[config.mk]
export PLATFORM = sky130hd
export DESIGN_NAME = memory_access_unit
export DESIGN_NICKNAME = d
export VERILOG_FILES = /design/src/rtl/memory_access_unit_pkg.sv /design/src/rtl/memory_access_unit_load_extender.sv /design/src/rtl/memory_access_unit.sv
export SDC_FILE = /design/constraint.sdc
export NUM_CORES = 1
export LEC_CHECK = 0
export ABC_CLOCK_PERIOD_IN_PS = 3000
export CORE_UTILIZATION = 40
export DETAILED_ROUTE_END_ITERATION = 10
export DONT_BUFFER_PORTS = 1
export PLACE_DENSITY_LB_ADDON = 0.1
export SKIP_LAST_GASP = 1
export SYNTH_ARGS = -nofsm -noshare
export SYNTH_HDL_FRONTEND = slang
export SYNTH_SLANG_ARGS = --single-unit
[constraint.sdc]
create_clock -name CLK -period 3 [get_ports CLK]
set_clock_uncertainty 0.1 [all_clocks]
set_input_delay 0.3 -clock CLK [delete_from_list [all_inputs] [get_ports CLK]]
set_output_delay 0.3 -clock CLK [all_outputs]
set_load 0.05 [all_outputs]
[src/rtl/memory_access_unit_pkg.sv]
// Shared definitions for the memory-stage bus master: funct3 codes, FSM states
// and default timing constants.
package memory_access_unit_pkg;

    localparam int unsigned CLOCK_PERIOD = 10;
    localparam int unsigned MAU_TIMEOUT  = 16;

    localparam logic [2:0] F3_LB  = 3'b000;
    localparam logic [2:0] F3_LH  = 3'b001;
    localparam logic [2:0] F3_LW  = 3'b010;
    localparam logic [2:0] F3_LBU = 3'b100;
    localparam logic [2:0] F3_LHU = 3'b101;
    localparam logic [2:0] F3_SB  = 3'b000;
    localparam logic [2:0] F3_SH  = 3'b001;
    localparam logic [2:0] F3_SW  = 3'b010;

    typedef enum logic [1:0] {
        MAU_IDLE,
        MAU_ACCESS,
        MAU_DONE
    } mau_state_t;

endpackage

[src/rtl/memory_access_unit_load_extender.sv]
// Picks the addressed byte/half out of a bus word and sign- or zero-extends it
// according to the load funct3; LW passes the word through.
module memory_access_unit_load_extender
    import memory_access_unit_pkg::*;
(
    input  logic [31:0] i_rdata,
    input  logic [1:0]  i_byte_off,
    input  logic [2:0]  i_funct3,
    output logic [31:0] o_data
);

    logic [31:0] w_shifted;

    always_comb begin
        // Halfwords are aligned, so the same byte shift selects the right half.
        w_shifted = i_rdata >> {i_byte_off, 3'b000};
        unique case (i_funct3)
            F3_LB:   o_data = {{24{w_shifted[7]}}, w_shifted[7:0]};
            F3_LH:   o_data = {{16{w_shifted[15]}}, w_shifted[15:0]};
            F3_LBU:  o_data = {24'h0, w_shifted[7:0]};
            F3_LHU:  o_data = {16'h0, w_shifted[15:0]};
            default: o_data = i_rdata;
        endcase
    end

endmodule

[src/rtl/memory_access_unit.sv]
// M-stage data-bus master: single-outstanding req/ack access with stall,
// store lane steering, load extension and timeout abort.
module memory_access_unit
    import memory_access_unit_pkg::*;
#(
    parameter int unsigned TIMEOUT_CYCLES = MAU_TIMEOUT
) (
    input  logic        CLK,
    input  logic        RST,
    input  logic        Mem_Read_M,
    input  logic        Mem_Write_M,
    input  logic [2:0]  Funct3_M,
    input  logic [31:0] ALU_Out_M,
    input  logic [31:0] Write_Data_M,
    output logic [31:0] Data_Out_Ext_M,
    output logic        Stall_M,
    output logic        Misaligned_M,
    output logic        Access_Err_M,
    output logic        Bus_Err_M,
    output logic        Bus_Req,
    output logic        Bus_We,
    output logic [31:0] Bus_Addr,
    output logic [3:0]  Bus_Be,
    output logic [31:0] Bus_Wdata,
    input  logic        Bus_Ack,
    input  logic [31:0] Bus_Rdata
);

    localparam int unsigned CntW = (TIMEOUT_CYCLES > 1) ? $clog2(TIMEOUT_CYCLES) : 1;

    mau_state_t        r_state;
    mau_state_t        w_state_next;
    logic              r_req;
    logic              r_we;
    logic [31:0]       r_addr;
    logic [3:0]        r_be;
    logic [31:0]       r_wdata;
    logic [1:0]        r_byte_off;
    logic [2:0]        r_funct3;
    logic [CntW-1:0]   r_cnt;
    logic [31:0]       r_data;
    logic              r_err;

    logic              w_is_load;
    logic              w_is_store;
    logic              w_valid_req;
    logic              w_timeout;
    logic [3:0]        w_be;
    logic [31:0]       w_wdata;
    logic [31:0]       w_ext;

    // A simultaneous read and write is treated as a read.
    assign w_is_load  = Mem_Read_M;
    assign w_is_store = Mem_Write_M & ~Mem_Read_M;

    always_comb begin
        Misaligned_M = 1'b0;
        Access_Err_M = 1'b0;
        if (w_is_load) begin
            unique case (Funct3_M)
                F3_LB, F3_LBU: Misaligned_M = 1'b0;
                F3_LH, F3_LHU: Misaligned_M = ALU_Out_M[0];
                F3_LW:         Misaligned_M = |ALU_Out_M[1:0];
                default:       Access_Err_M = 1'b1;
            endcase
        end else if (w_is_store) begin
            unique case (Funct3_M)
                F3_SB:   Misaligned_M = 1'b0;
                F3_SH:   Misaligned_M = ALU_Out_M[0];
                F3_SW:   Misaligned_M = |ALU_Out_M[1:0];
                default: Access_Err_M = 1'b1;
            endcase
        end
    end

    assign w_valid_req = (w_is_load | w_is_store) & ~Misaligned_M & ~Access_Err_M;

    always_comb begin
        w_be    = 4'b1111;
        w_wdata = Write_Data_M;
        if (w_is_store) begin
            unique case (Funct3_M)
                F3_SB: begin
                    w_be    = 4'b0001 << ALU_Out_M[1:0];
                    w_wdata = {4{Write_Data_M[7:0]}};
                end
                F3_SH: begin
                    w_be    = 4'b0011 << {ALU_Out_M[1], 1'b0};
                    w_wdata = {2{Write_Data_M[15:0]}};
                end
                default: ;
            endcase
        end
    end

    memory_access_unit_load_extender u_load_extender (
        .i_rdata    (Bus_Rdata),
        .i_byte_off (r_byte_off),
        .i_funct3   (r_funct3),
        .o_data     (w_ext)
    );

    assign w_timeout = (r_cnt == CntW'(TIMEOUT_CYCLES - 1)) & ~Bus_Ack;

    always_comb begin
        w_state_next = r_state;
        Stall_M      = 1'b0;
        unique case (r_state)
            MAU_IDLE: begin
                if (w_valid_req) begin
                    w_state_next = MAU_ACCESS;
                    Stall_M      = 1'b1;
                end
            end
            MAU_ACCESS: begin
                Stall_M = 1'b1;
                if (Bus_Ack || w_timeout) begin
                    w_state_next = MAU_DONE;
                end
            end
            MAU_DONE: w_state_next = MAU_IDLE;
            default:  w_state_next = MAU_IDLE;
        endcase
    end

    always_ff @(posedge CLK) begin
        if (RST) begin
            r_state    <= MAU_IDLE;
            r_req      <= 1'b0;
            r_we       <= 1'b0;
            r_addr     <= '0;
            r_be       <= '0;
            r_wdata    <= '0;
            r_byte_off <= '0;
            r_funct3   <= '0;
            r_cnt      <= '0;
            r_data     <= '0;
            r_err      <= 1'b0;
        end else begin
            r_state <= w_state_next;
            // Result and error live for exactly the DONE cycle.
            r_data  <= '0;
            r_err   <= 1'b0;
            unique case (r_state)
                MAU_IDLE: begin
                    if (w_valid_req) begin
                        r_req      <= 1'b1;
                        r_we       <= w_is_store;
                        r_addr     <= {ALU_Out_M[31:2], 2'b00};
                        r_be       <= w_be;
                        r_wdata    <= w_wdata;
                        r_byte_off <= ALU_Out_M[1:0];
                        r_funct3   <= Funct3_M;
                        r_cnt      <= '0;
                    end
                end
                MAU_ACCESS: begin
                    if (Bus_Ack) begin
                        r_req  <= 1'b0;
                        r_data <= r_we ? 32'h0 : w_ext;
                    end else if (w_timeout) begin
                        r_req <= 1'b0;
                        r_err <= 1'b1;
                    end else begin
                        r_cnt <= r_cnt + 1'b1;
                    end
                end
                default: ;
            endcase
        end
    end

    assign Bus_Req        = r_req;
    assign Bus_We         = r_we;
    assign Bus_Addr       = r_addr;
    assign Bus_Be         = r_be;
    assign Bus_Wdata      = r_wdata;
    assign Data_Out_Ext_M = r_data;
    assign Bus_Err_M      = r_err;

endmodule

# Word-level counts from Yosys, hierarchy flattened
# Index checks and enable logic that the tools add are counted.
# word_totals
register_bits	112
in_bits	104
out_inout_bits	106
word_cells	81
# op_classes
add_sub_neg	1
n_eq_ne	14
shift	3
mux	27
n_bitwise	10
reduce_logical	15
# ops
operator	count
case mux 32 bit (4 select lines)	1
case mux 32 bit (2 select lines)	1
2-to-1 mux 32 bit	1
>> shifter 32 x 5 -> 16 bit	1
2-to-1 mux 4 bit	4
case mux 4 bit (2 select lines)	2
equality test 3 bit, second input constant	4
2-to-1 mux 1 bit	11
!= test 2 bit, second input constant	4
case mux 1 bit (2 select lines)	4
equality test 3 x 1 -> 1 bit, second input constant	2
zero test 3 bit	2
OR reduction 3 bit	2
NOT 1 bit	5
OR reduction 5 bit	1
adder 4 x 1 -> 4 bit, second input constant	1
bitwise AND 1 bit	4
equality test 4 bit, second input constant	1
2-to-1 mux 2 bit	2
case mux 2 bit (2 select lines)	1
AND reduction 2 bit	2
AND reduction 4 bit	1
OR reduction 2 bit	2
OR reduction 4 bit	1
other kinds (10)	10

# Longest topological paths before layout
# logic_depth
ltp_word	9
ltp_mapped	7
ltp_nobuf	5

# Modules after synthesis
# Synthesis repeated with hierarchy kept, for this count alone.
# unflattened
hier_cells	597
area_unflattened_um2	5118.7
# by_module_without_submodules
mod	instances	cells_each	area_per_inst_um2	seq_area_each_um2
memory_access_unit	1	491	4426.7	2242.2
memory_access_unit_load_extender	1	106	691.9	0.0

# Worst setup path after synthesis
# Ideal clock, no wire load.
# synth_timing
path_kind	input -> output
from	input Mem_Read_M
to	output Access_Err_M
arrival_ns	1.631
t_required_ns	2.600
slack_ns	0.969
cell_stages	3
cell_sequence	buf_2 nor2_1 nor3_1
# synth_via
elab_chain_len	4
# synth_rtl
item	line_no	rtl
start, declared	memory_access_unit.sv:10	input logic Mem_Read_M,
NOT 1 bit	memory_access_unit.sv:54	assign w_is_store = Mem_Write_M & ~Mem_Read_M;
bitwise AND 1 bit	memory_access_unit.sv:54	
2-to-1 mux 1 bit	memory_access_unit.sv:66	end else if (w_is_store) begin
2-to-1 mux 1 bit *	memory_access_unit.sv:59	if (w_is_load) begin
end, declared	memory_access_unit.sv:18	output logic Access_Err_M,
# Mark *: on every way between the ends. The rest lies on a longest branch, timed or not.

# Worst setup path after layout
# layout_timing
from	register r_state[0]
to	register r_addr[4], in the netlist Bus_Addr[4]
# layout_via
elab_chain_len	2
# layout_rtl
item	line_no	rtl
start, declared	memory_access_unit.sv:31	mau_state_t r_state;
start signal, assigned	memory_access_unit.sv:140	r_state <= w_state_next;
zero test 2 bit	memory_access_unit.sv:144	unique case (r_state)
AND reduction 2 bit (no line)	n/a	
end signal, assigned	memory_access_unit.sv:149	r_addr <= {ALU_Out_M[31:2], 2'b00};
end, declared	memory_access_unit.sv:35	logic [31:0] r_addr;
# Every way passes these cells.
# A chain may end at the register's enable or synchronous reset.

==> metrics.csv <==
stage;metric;value;unit
status;status;finished, final reports clean;
critical_path;Worst path max stage delay;0.52;ns
sta;period utilization;0.7112;
sta;Max Clock Freq;0.4687;GHz
clock_network;Root Driver;clkbuf_16;
floorplan;I/O pins;210;
floorplan;core box area;12110;sq um
sta;final hold viol count;0;
cells_and_area;area delta synth->final;19.07;%
critical_path;critical path arrival;2.31;ns
critical_path;CP max-delay cell;o21a_2;
detailed_routing;DR WL/cell;19.13;microns
cells_and_area;Filler Cell Count;1177;
sta;Slew HR;0.3890;
critical_path;CP Data Required Time;3.17;ns
detailed_routing;DRT Pass-1 Iters;4;
critical_path;Most common cell on crit path;buf_4;
flow_run;max-cap check violation count;0;
hold_path;Hold Crit Start;Bus_Rdata[21];
critical_path;Worst Setup Path Type;reg -> reg;
critical_path;worst r2r dst;Bus_Addr[4]$_SDFFE_PP0P_;
detailed_routing;vias per std cell;5.719;
clock_network;post-cts resize count;0;
sta;Worst Tran Pin Value;0.9116;ns
grt;All-Layer GR Usage;0.2271;
hold_path;Worst Hold End;Data_Out_Ext_M[21]$_SDFF_PP0_;
clock_network;CTS Hold Buffers Added;57;
grt;first-pass GRT wire length;23.12;mm
yosys;cells after synthesis;585;
hold_path;WHS Path Cells;2;
clock_network;clock sinks;112;
yosys;post-synthesis async set-or-reset flop share;0;
floorplan;die width;113.8;microns
critical_path;RR Startpoint;r_state[0]$_SDFFE_PP0P_;
critical_path;critical path, cell by cell;nor2_1 -> o21a_2 -> buf_4 -> buf_4 -> nand3_1 -> a21oi_1;
critical_path;crit-path max FO;27;
place;RePlAce Congestion;0.8774;
grt;initial antenna violation count;0;
hold_path;Hold WC Path Type;in -> reg;
sta;Min Hold Slack;0.01466;ns
power_and_ir_drop;Cell Pwr Density;596.3;nW/um^2
power_and_ir_drop;Seq pwr share;0.527;
clock_network;Post-CTS Setup Bufs;0;
clock_network;TritonCTS clock tree;done;
clock_network;TritonCTS buffer count;9;
yosys;Synth warnings;0;
power_and_ir_drop;internal power;0.002404;W
clock_network;H-tree Lvls;3;
yosys;Mapped Area;5000;sq um
critical_path;startpoint types;flip-flop;
grt;vias in the first global route;4270;
yosys;top cell type's share of synthesized area;0.4484;
yosys;cell taking the most area after synthesis;dfxtp_1;
power_and_ir_drop;VDD IR-drop max;0.3300;mV
place;placed cell areas;5072;sq um
floorplan;Die H;113.8;microns
power_and_ir_drop;Comb pwr share;0.138;
detailed_routing;overall routed net length;14.90;mm
grt;GRT overflow;0;
sta;RSZ-0062 raised after global routing;no;
detailed_routing;post-route ant nets;0;
floorplan;num rows;40;
critical_path;Reg2Reg Depth;6;
cells_and_area;Design Area, Final;5953;sq um
sta;max-slew violations;0;
yosys;Commonest cells post-synth;112 x dfxtp_1, 103 x a21oi_1, 68 x o21ai_0, 44 x nand3_1, 30 x nand2_1;
power_and_ir_drop;Switch Pwr;0.001146;W
place;HPWL after DPL;9.708;mm
yosys;Seq/Total Area, Yosys;0.4484;
sta;Setup TNS;0;ns
power_and_ir_drop;Clk pwr share;0.335;
floorplan;Die Area;12950;sq um
critical_path;critical path capture point type;flip-flop;
sta;Setup violations, final;0;
power_and_ir_drop;Leak Pwr;2.015;nW
sta;Tmin final;2.134;ns
detailed_routing;vias;4455;
yosys;Seq cells post-synth;112;
clock_network;Clk Latency, worst-skew pair;0.35;ns
floorplan;Initial Util;0.4128;
yosys;syn avg cell area;8.547;sq um
place;port bufs;0;
cells_and_area;layout cell share with drive strength beyond 1;0.08511;
clock_network;clk slew on worst S/H paths;0.07;ns
clock_network;clock buffer depth;2;
yosys;count leader, synth;dfxtp_1;
cells_and_area;# nets final;711;
yosys;Top FF cell, synth;dfxtp_1;
critical_path;r2r setup slk;0.87;ns
detailed_routing;Detailed Route Iter0 Violations;295;
yosys;synth unique cells;50;
yosys;Area contributors post-synth;dfxtp_1 45%, a21oi_1 10%, o21ai_0 6.8%;
yosys;EDFF count, synth;0;
power_and_ir_drop;sw frac;0.3228;
cells_and_area;antenna cells;0;
grt;largest net degree at the start of global routing;80;
detailed_routing;post-route DRC violation count;0;
[placed cells by master, fill, tap and decap left out, types with 3 or more instances in the layout]
master / n
nand3_1: 44
o2111ai_1: 16
inv_1: 12
dlygate4sd3_1: 57
nor3b_1: 5
clkbuf_16: 9
a21oi_1: 103
clkbuf_1: 4
a211oi_2: 6
o21ai_0: 68
and2_1: 6
dfxtp_1: 112
nor2b_1: 3
a211oi_1: 5
buf_4: 11
nand2_1: 30
o221a_2: 7
nor2_1: 29
a221oi_2: 3
nor3_1: 6
mux2i_1: 27
a221oi_1: 5
[metal layers]
| metal | wire length (microns) | vias to the layer above | part of all wire | global-route usage |
|---|---|---|---|---|
| met5 | 0 | - | 0 | 0 |
| met4 | 352 | 0 | 0.024 | 0.09264 |
| met3 | 1260 | 26 | 0.085 | 0.07811 |
| met2 | 6967 | 158 | 0.47 | 0.3646 |
| met1 | 6319 | 2101 | 0.42 | 0.2784 |
| li1 | - | 2170 | - | - |
[layout make-up]
cell class,instances,area [sq um],share of cell area
clock buffer,13,240.2,0.04035
timing repair buffer,71,720.7,0.1211
inverter,12,45.04,0.007566
multi-input combinational,400,2452,0.4119
sequential,112,2242,0.3766
clock inverter,3,42.54,0.007146
tap,168,210.2,0.03531
[worst max-delay path by stage]
| stage | startpoint | end | slack (ns) | cells after the start |
|---|---|---|---|---|
| 3_3_place_gp | r_state[0]$_SDFFE_PP0P_ | Bus_Addr[18]$_SDFFE_PP0P_ | 0.99 | 6 |
| 3_5_place_dp | r_state[0]$_SDFFE_PP0P_ | Bus_Addr[26]$_SDFFE_PP0P_ | 0.91 | 6 |
| 5_1_grt | r_byte_off[0]$_SDFFE_PP0P_ | Data_Out_Ext_M[10]$_SDFF_PP0_ | 0.67 | 4 |
| 2_1_floorplan | Mem_Read_M | Access_Err_M | 0.97 | 3 |
| 6_report | r_state[0]$_SDFFE_PP0P_ | Bus_Addr[4]$_SDFFE_PP0P_ | 0.87 | 6 |
| 4_1_cts | r_state[0]$_SDFFE_PP0P_ | Bus_Addr[18]$_SDFFE_PP0P_ | 0.90 | 6 |
[metrics by stage]
step | cells | setup slack (ns) | total power [W] | util
6_report | 779 | 0.8663 | 0.003550 | 0.4915
3_3_place_gp | 705 | 0.9895 | 0.002302 | 0.4188
2_1_floorplan | 586 | 0.9693 | 0.002238 | -
4_1_cts | 778 | 0.9013 | 0.003580 | 0.4907
5_1_grt | 779 | 0.6724 | 0.003710 | 0.4915
3_5_place_dp | 705 | 0.9141 | 0.002310 | 0.4188
[state kept, by name (all words and copies together), names as in the netlist]
name            count
r_state             2
Bus_We              1
r_cnt               4
Bus_Err_M           1
r_byte_off          2
Bus_Addr           30
Bus_Req             1
Data_Out_Ext_M     32
Bus_Wdata          32
r_funct3            3
Bus_Be              4
[worst max-delay path: cells and delay by family, from the launching register on]
kind	cells	cell delay, ns
and+or+nand+nor	2	0.35
AOI/OAI and AO/OA	2	0.66
DFF	1	0.36
buffers and inverters	2	0.58
[kinds of logic (layout without fill, tap and decap cells)]
group	count (synthesis)	count (layout)	synth area share
AO/OA/AOI/OAI	231	231	0.2850
flip-flops	112	112	0.4484
XOR/XNOR	1	1	0.001752
other	1	2	0.0007500
adder cells (fa/ha/maj)	1	1	0.002502
buffers and inverters	74	99	0.06706
multiplexers	27	27	0.05405
AND/OR/NAND/NOR	138	138	0.1404
[power by group through the flow]
| stage | Clock, W | Combinational [W] | Sequential (W) |
|---|---|---|---|
| floorplan | 0 | 0.000361 | 0.00188 |
| global placement | 0 | 0.000396 | 0.00191 |
| detailed placement | 0 | 0.000403 | 0.00191 |
| CTS | 0.00122 | 0.000486 | 0.00187 |
| global route | 0.00129 | 0.000535 | 0.00188 |
| finish | 0.00119 | 0.000489 | 0.00187 |
No activity file was read; power rests on OpenSTA's default activity.
